## src/rtl/mem_ctrl_if.sv

```systemverilog
// Requester and RAM-side signal bundle for mem_ctrl.
// The controller connects through "slave"; the requesters/RAM side through "master".
interface mem_ctrl_if #(
    parameter int RAM_ADDR_W = 17
);
    logic                  if_req;
    logic [31:0]           if_addr;
    logic                  if_cancel;
    logic                  if_mem_ctrl_done;
    logic [31:0]           if_rdata;

    logic                  mem_req;
    logic                  mem_we;
    logic [1:0]            mem_size;
    logic [31:0]           mem_addr;
    logic [31:0]           mem_wdata;
    logic                  mem_mem_ctrl_done;
    logic [31:0]           mem_rdata;

    logic [RAM_ADDR_W-1:0] ram_addr;
    logic [7:0]            ram_dout;
    logic                  ram_wr;
    logic [7:0]            ram_din;

    modport master (
        output if_req, if_addr, if_cancel,
        output mem_req, mem_we, mem_size, mem_addr, mem_wdata,
        output ram_din,
        input  if_mem_ctrl_done, if_rdata,
        input  mem_mem_ctrl_done, mem_rdata,
        input  ram_addr, ram_dout, ram_wr
    );

    modport slave (
        input  if_req, if_addr, if_cancel,
        input  mem_req, mem_we, mem_size, mem_addr, mem_wdata,
        input  ram_din,
        output if_mem_ctrl_done, if_rdata,
        output mem_mem_ctrl_done, mem_rdata,
        output ram_addr, ram_dout, ram_wr
    );
endinterface

```

## src/rtl/mem_ctrl.sv

```systemverilog
// Byte-serial memory controller: arbitrates fetch vs. load/store and
// splits each access into 1/2/4 little-endian transfers on a byte-wide RAM.
module mem_ctrl #(
    parameter int RAM_ADDR_W = 17
) (
    input  logic      clk,
    input  logic      rst,
    mem_ctrl_if.slave bus
);
    typedef enum logic [1:0] {IDLE, RD, WR, DONE} state_t;

    state_t      state;
    state_t      state_next;
    logic [31:0] base;
    logic [2:0]  n;
    logic [2:0]  cnt;
    logic [2:0]  cnt_m1;
    logic        owner_mem;
    logic [31:0] asm_word;
    logic [31:0] asm_next;
    logic [31:0] if_rdata;
    logic [31:0] mem_rdata;
    logic        accept_mem;
    logic        accept_if;
    logic        last_rd;

    function automatic logic [2:0] size_bytes(input logic [1:0] size);
        case (size)
            2'b00:   return 3'd1;
            2'b01:   return 3'd2;
            default: return 3'd4;
        endcase
    endfunction

    function automatic logic [31:0] insert_byte(input logic [31:0] word,
                                                input logic [1:0]  idx,
                                                input logic [7:0]  b);
        logic [31:0] w;
        w = word;
        w[{idx, 3'b000} +: 8] = b;
        return w;
    endfunction

    // RAM returns the byte addressed last cycle, so capture lags cnt by one
    assign cnt_m1   = cnt - 3'd1;
    assign asm_next = (cnt != 3'd0) ? insert_byte(asm_word, cnt_m1[1:0], bus.ram_din)
                                    : asm_word;

    always_comb begin
        state_next = state;
        accept_mem = 1'b0;
        accept_if  = 1'b0;
        last_rd    = 1'b0;
        case (state)
            IDLE: begin
                if (bus.mem_req) begin
                    accept_mem = 1'b1;
                    state_next = bus.mem_we ? WR : RD;
                end else if (bus.if_req && !bus.if_cancel) begin
                    accept_if  = 1'b1;
                    state_next = RD;
                end
            end
            RD: begin
                if (!owner_mem && bus.if_cancel) begin
                    state_next = IDLE;
                end else if (cnt == n) begin
                    last_rd    = 1'b1;
                    state_next = DONE;
                end
            end
            WR: begin
                if (cnt == n - 3'd1) state_next = DONE;
            end
            default: state_next = IDLE;
        endcase
    end

    always_ff @(posedge clk) begin
        if (rst) begin
            state     <= IDLE;
            cnt       <= 3'd0;
            n         <= 3'd0;
            base      <= 32'd0;
            owner_mem <= 1'b0;
            asm_word  <= 32'd0;
            if_rdata  <= 32'd0;
            mem_rdata <= 32'd0;
        end else begin
            state <= state_next;
            if (accept_mem) begin
                base      <= bus.mem_addr;
                n         <= size_bytes(bus.mem_size);
                owner_mem <= 1'b1;
                cnt       <= 3'd0;
                asm_word  <= 32'd0;
            end else if (accept_if) begin
                base      <= bus.if_addr;
                n         <= 3'd4;
                owner_mem <= 1'b0;
                cnt       <= 3'd0;
                asm_word  <= 32'd0;
            end else if (state == RD) begin
                cnt      <= cnt + 3'd1;
                asm_word <= asm_next;
            end else if (state == WR) begin
                cnt <= cnt + 3'd1;
            end else if (state == DONE) begin
                cnt <= 3'd0;
            end
            if (last_rd) begin
                if (owner_mem) mem_rdata <= asm_next;
                else           if_rdata  <= asm_next;
            end
        end
    end

    // 32-bit add wraps before truncation to the RAM width
    assign bus.ram_addr = RAM_ADDR_W'(base + {29'd0, cnt});
    assign bus.ram_dout = (state == WR) ? bus.mem_wdata[{cnt[1:0], 3'b000} +: 8] : 8'h00;
    assign bus.ram_wr   = (state == WR) && !rst;

    assign bus.if_mem_ctrl_done  = (state == DONE) && !owner_mem && !bus.if_cancel;
    assign bus.mem_mem_ctrl_done = (state == DONE) && owner_mem;
    assign bus.if_rdata          = if_rdata;
    assign bus.mem_rdata         = mem_rdata;
endmodule

```

## src/flat_wrapper.sv

```systemverilog
// flat-port wrapper written by rule: the top's interface ports become plain ports
module mem_ctrl_flat 
#(
    parameter int RAM_ADDR_W = 17
)
  (clk, rst, bus_if_req, bus_if_addr, bus_if_cancel, bus_mem_req, bus_mem_we, bus_mem_size, bus_mem_addr, bus_mem_wdata, bus_ram_din, bus_if_mem_ctrl_done, bus_if_rdata, bus_mem_mem_ctrl_done, bus_mem_rdata, bus_ram_addr, bus_ram_dout, bus_ram_wr);
  mem_ctrl_if #(.RAM_ADDR_W(RAM_ADDR_W)) bus_i ();
  input  logic clk;
  input  logic rst;
  input wire logic [$bits(bus_i.if_req)-1:0] bus_if_req;
  input wire logic [$bits(bus_i.if_addr)-1:0] bus_if_addr;
  input wire logic [$bits(bus_i.if_cancel)-1:0] bus_if_cancel;
  input wire logic [$bits(bus_i.mem_req)-1:0] bus_mem_req;
  input wire logic [$bits(bus_i.mem_we)-1:0] bus_mem_we;
  input wire logic [$bits(bus_i.mem_size)-1:0] bus_mem_size;
  input wire logic [$bits(bus_i.mem_addr)-1:0] bus_mem_addr;
  input wire logic [$bits(bus_i.mem_wdata)-1:0] bus_mem_wdata;
  input wire logic [$bits(bus_i.ram_din)-1:0] bus_ram_din;
  output wire logic [$bits(bus_i.if_mem_ctrl_done)-1:0] bus_if_mem_ctrl_done;
  output wire logic [$bits(bus_i.if_rdata)-1:0] bus_if_rdata;
  output wire logic [$bits(bus_i.mem_mem_ctrl_done)-1:0] bus_mem_mem_ctrl_done;
  output wire logic [$bits(bus_i.mem_rdata)-1:0] bus_mem_rdata;
  output wire logic [$bits(bus_i.ram_addr)-1:0] bus_ram_addr;
  output wire logic [$bits(bus_i.ram_dout)-1:0] bus_ram_dout;
  output wire logic [$bits(bus_i.ram_wr)-1:0] bus_ram_wr;
  assign bus_i.if_req = bus_if_req;
  assign bus_i.if_addr = bus_if_addr;
  assign bus_i.if_cancel = bus_if_cancel;
  assign bus_i.mem_req = bus_mem_req;
  assign bus_i.mem_we = bus_mem_we;
  assign bus_i.mem_size = bus_mem_size;
  assign bus_i.mem_addr = bus_mem_addr;
  assign bus_i.mem_wdata = bus_mem_wdata;
  assign bus_i.ram_din = bus_ram_din;
  assign bus_if_mem_ctrl_done = bus_i.if_mem_ctrl_done;
  assign bus_if_rdata = bus_i.if_rdata;
  assign bus_mem_mem_ctrl_done = bus_i.mem_mem_ctrl_done;
  assign bus_mem_rdata = bus_i.mem_rdata;
  assign bus_ram_addr = bus_i.ram_addr;
  assign bus_ram_dout = bus_i.ram_dout;
  assign bus_ram_wr = bus_i.ram_wr;
  mem_ctrl #(.RAM_ADDR_W(RAM_ADDR_W)) u_core (.clk(clk), .rst(rst), .bus(bus_i));
endmodule
```

## config.mk

```make
export PLATFORM = sky130hd
export DESIGN_NAME = mem_ctrl_flat
export DESIGN_NICKNAME = d
export VERILOG_FILES = /design/src/rtl/mem_ctrl_if.sv /design/src/rtl/mem_ctrl.sv /design/src/flat_wrapper.sv
export SDC_FILE = /design/constraint.sdc
export NUM_CORES = 1
export LEC_CHECK = 0
export ABC_AREA = 1
export BUFFER_PORTS_ARGS = -buffer_cell sky130_fd_sc_hd__buf_4
export CORE_MARGIN = 8
export CORE_UTILIZATION = 25
export DETAILED_ROUTE_END_ITERATION = 12
export PLACE_DENSITY_LB_ADDON = 0.15
export SLEW_MARGIN = 20
export SYNTH_ARGS = -nofsm -noshare
export SYNTH_HDL_FRONTEND = slang
export SYNTH_SLANG_ARGS = --single-unit
```

## constraint.sdc

```tcl
create_clock -name clk -period 6.2 [get_ports clk]
set_input_delay 0.93 -clock clk [delete_from_list [all_inputs] [get_ports clk]]
set_output_delay 0.93 -clock clk [all_outputs]
set_load 0.005 [all_outputs]
```

==> summary.md <==
| Metric | Value |
|---|---|
| Final hold violation count | 0 |
| Max-slew violation count | 0 |
| Worst slew margin relative to its limit | about a third |
| Number of synthesized flops with an enable pin | 0 |
| Critical register-to-register path startpoint | u_core.cnt[0] |
| Status | finished, final reports clean |
| TritonCTS Buffers | 17 |
| Switching power total | 1.078 mW |
| Req. time, crit path | 5.27 ns |
| CTS hold repair buffers | 0 |
| DIE WIDTH | around 170 um |
| Synth area leaders | sky130_fd_sc_hd__dfxtp_1 41%, sky130_fd_sc_hd__nand2_1 12%, sky130_fd_sc_hd__a21oi_1 8.7% |
| Number of sinks on the clock net | 122 |
| Drt drc | 0 |
| Average vias per placed instance | 4.529 |
| Final period util | 64.62% |
| Cell Area, Synth | between 5000 and 6000 um2 |
| Worst flop-to-flop path endpoint | u_core.bus.if_rdata[5] |
| Cell at the root of the clock tree | sky130_fd_sc_hd__clkbuf_16 |
| Buf+Inv Stages, Crit Path | 1 |
| Avg Cell Area, Syn | around 7.0 um2 |
| Synthesized netlist net count | 973 |
| Share of total power in combinational logic | 31.0% |
| Portion of total power attributed to sequential cells | 32.1% |
| Most repeated cell in the gate-level netlist after synthesis | sky130_fd_sc_hd__nand2_1 |
| IR Drop Worst-Case VDD | 0.1525 mV |
| Worst reg-to-reg path cell count | 8 |
| Cell internal power dissipation | 1.927 mW |
| Number of fillers in the final layout | 2,630 |
| DRT met1 WL | 9080 um |
| Maximum achievable frequency | 249.6 MHz |
| Met3 Routed Length | 1420 um |
| Met2 routed WL | between 9000 and 10,000 um |
| Number of storage elements in the synthesis netlist | 122 |
| Total Nets Final | approximately 1,100 |
| RSZ-0062 raised after global routing | no |
| Final Skew | 0.008812 ns |
| Antenna violations before repair | 0 |
| Leak | 3.490 nW |
| Most frequent cell on the critical path | sky130_fd_sc_hd__nand2_1 |
| Total length of routed wires | 20,670 um |
| Count of mapped cells out of synthesis | 850 |
| Count of boundary I/O pins | 204 |
| Weighted congestion reported at the end of routability-driven placement | 0.7555 |
| Detailed placement HPWL | between 10,000 and 15,000 um |
| Initial core utilization | between 20% and 30% |
| First element of the critical path | u_core.cnt[0] |
| Launching element type of the critical path | flip-flop |
| Number of resized instances in the post-cts repair step | 0 |
| Crit. path cell count | 10 |
| Largest net degree at the start of global routing | 86 |
| Overflow left after global routing | 0 |
| Setup Viol. Count Final | 0 |
| Slew @ Worst Pin | 0.9747 ns |
| FP Rows | 56 |
| Buffers added on ports | roughly 170 |
| Main synth FF type | sky130_fd_sc_hd__dfxtp_1 |
| Synth-to-layout area growth | 35.95% |
| Final critical-path required period | 4.006 ns |
| Synth cell types | 32 |
| Post-synth top cells | 197 x sky130_fd_sc_hd__nand2_1, 122 x sky130_fd_sc_hd__dfxtp_1, 103 x sky130_fd_sc_hd__a21oi_1 |
| First DRT Iteration DRCs | 353 |
| Register-to-register setup slack | 2.54 ns |
| Number of global-route vias before repair | slightly below 6,000 |
| Buffer count from post-CTS setup fixing | 0 |
| Clk Latency, worst-skew pair | 0.42 ns |
| Power Density | around 370 nW/um2 |
| Final total negative setup slack | 0 ns |
| Number of maximum-capacitance constraint violations | 0 |
| Floorplan Core Area | 23,400 um2 |
| Fraction of final layout cells sized beyond drive strength 1 | roughly 22% |
| Top routing layer in use | met4 |
| Data arrival time of the critical path | 3.08 ns |
| Timing endpoint of the critical path | bus_ram_addr[14] |
| H-tree depth | 4 |
| Antenna Nets Post-Route | 0 |
| Clock-pin transition on the worst setup and hold timing paths | approximately 0.06 ns |
| Critical Path, Cell by Cell | ha_1 -> fa_1 -> nand2_1 -> nand2_1 -> nand2_1 -> nor2_1 -> nand2_1 -> nor3_1 -> xor2_1 -> buf_4 |
| Seq/Total Area, Yosys | 41.03% |
| Fraction of post-synthesis cell area in the top cell type by area | 41.03% |
| Gate family responsible for the most delay along the worst path | flip-flops |
| Crit path max fanout | 25 |
| Global-route wire length before repair | 32,550 um |
| Die Footprint | between 20,000 and 30,000 um2 |
| Pre-antenna DRT Iters | 5 |
| Design Power | between 3 and 4 mW |
| CTS tree | done |
| Critical-path cell with the highest stage delay | sky130_fd_sc_hd__dfxtp_1 |
| Type of element capturing the critical path | output pin |
| Clk network pwr share | 36.9% |
| Die height | 170.3 um |
| Clock tree buffer depth | 2 |
| GR Util All Layers | 14.24% |
| Antenna diode instance count | 0 |
| Wirelength per Cell | approximately 16 um |
| Total number of vias | 6,023 |
| Cell type with the largest total area after synthesis | sky130_fd_sc_hd__dfxtp_1 |
| Worst hold path class | flip-flop to flip-flop |
| Slowest Stage Delay on Critical Path | 0.96 ns |
| Number of warnings issued by yosys | 0 |
| Setup Crit Path Kind | flip-flop to output pin |
| Switch share | 35.86% |
| Fraction of registers with async set/reset | 0% |
[worst reg2reg max path, cell delays in order, from the launching register on]
cell and delay [ns]:
sky130_fd_sc_hd__dfxtp_1 0.96, sky130_fd_sc_hd__inv_1 0.74, sky130_fd_sc_hd__ha_1 0.81, sky130_fd_sc_hd__nand2_1 0.09, sky130_fd_sc_hd__nor3_1 0.15, sky130_fd_sc_hd__nand2_1 0.26
sky130_fd_sc_hd__o22ai_1 0.36, sky130_fd_sc_hd__nand2_1 0.09, sky130_fd_sc_hd__a21oi_1 0.14
[worst min-delay path by stage]
| stage | slack, ns | cells past startpoint | endpoint | startpoint |
|---|---|---|---|---|
| final | 0.46 | 2 | u_core.bus.if_rdata[5] | u_core.bus.if_rdata[5] |
| after global routing | 0.49 | 2 | u_core.bus.mem_rdata[2] | u_core.bus.mem_rdata[2] |
| after CTS | 0.47 | 2 | u_core.bus.mem_rdata[14] | u_core.bus.mem_rdata[14] |
| after detailed placement | 0.46 | 2 | u_core.bus.mem_rdata[14] | u_core.bus.mem_rdata[14] |
| after global placement | 0.45 | 2 | u_core.bus.if_rdata[8] | u_core.bus.if_rdata[8] |
| after floorplan | 0.43 | 2 | u_core.base[0] | u_core.base[0] |
[stage by stage]
step,setup WS [ns],hold WS [ns],cell area [um2],utilization (%),cells
CTS,2.139,0.4670,8089,34.56,1330
detailed placement,2.465,0.4571,7440,31.79,1298
finish,2.194,0.4644,8092,34.58,1330
global route,1.956,0.4854,8092,34.58,1330
floorplan,3.665,0.4323,5952,-,850
global placement,2.473,0.4539,7440,31.79,1298
[registers in the layout, summed over array words and instances (netlist names)]
register and flops:
u_core.base 17, u_core.asm_word 32, u_core.n 3, u_core.bus.mem_rdata 32, u_core.bus.if_rdata 32, u_core.owner_mem 1, u_core.cnt 3, u_core.state 2
[power groups by stage]
stage | logic [mW] | registers, mW | clock network (mW)
CTS | 0.947 | 0.967 | 1.13
detailed placement | 0.940 | 0.983 | 0
global placement | 0.942 | 0.982 | 0
global route | 1.05 | 0.979 | 1.16
finish | 0.932 | 0.966 | 1.11
floorplan | 0.634 | 0.955 | 0
[logic make-up after synthesis]
group                      Yosys count  share of synthesized area [%]
and+or+nand+nor                    329                          22.79
DFF                                122                          41.03
buffers and inverters              146                          10.34
xor gates and xnor gates            12                          1.766
adders and majority gates           11                          2.439
AOI/OAI and AO/OA                  230                          21.63
[per-layer routing]
metal / vias to the layer above / track usage, %
met1: 2763 / 16.81
met4: 0 / 3.318
met2: 148 / 24.36
met5: - / 0
li1: 3100 / -
met3: 12 / 5.005
[cell type report]
class	count	area, um2	area share [%]
flip-flops and latches	122	2442	30.18
multi-input cells	582	2897	35.80
well taps	319	399.1	4.933
clock inverters	13	216.5	2.675
inverters	96	360.3	4.453
repair buffers	179	1344	16.61
clock buffers	19	432.9	5.350
[placed cells by master (no fill, tap or decap), types with 4 or more instances in the layout]
master                      netlist  routed
sky130_fd_sc_hd__o32ai_1         13      13
sky130_fd_sc_hd__nand2_1        197     196
sky130_fd_sc_hd__buf_4            0     179
sky130_fd_sc_hd__o22ai_1         10      10
sky130_fd_sc_hd__dfxtp_1        122     122
sky130_fd_sc_hd__nand3_1         25      25
sky130_fd_sc_hd__ha_1            10      10
sky130_fd_sc_hd__a31oi_1          7       7
sky130_fd_sc_hd__clkinv_4         0       5
sky130_fd_sc_hd__a21oi_1        103     103
sky130_fd_sc_hd__o211ai_1        17      17
sky130_fd_sc_hd__inv_1           89      89
sky130_fd_sc_hd__nand4_1         10      10
sky130_fd_sc_hd__bufinv_16        0       5
sky130_fd_sc_hd__o21ai_1         17      17
sky130_fd_sc_hd__o21ai_0         57      57
sky130_fd_sc_hd__nor2_4           4       4
sky130_fd_sc_hd__o31ai_1          4       4
sky130_fd_sc_hd__inv_2            6       6
sky130_fd_sc_hd__clkbuf_16        0      17
sky130_fd_sc_hd__nor2_1          79      79
sky130_fd_sc_hd__nor3_1           8       8
sky130_fd_sc_hd__xor2_1          11      11
Note: power is estimated with default switching activity, not from simulation.
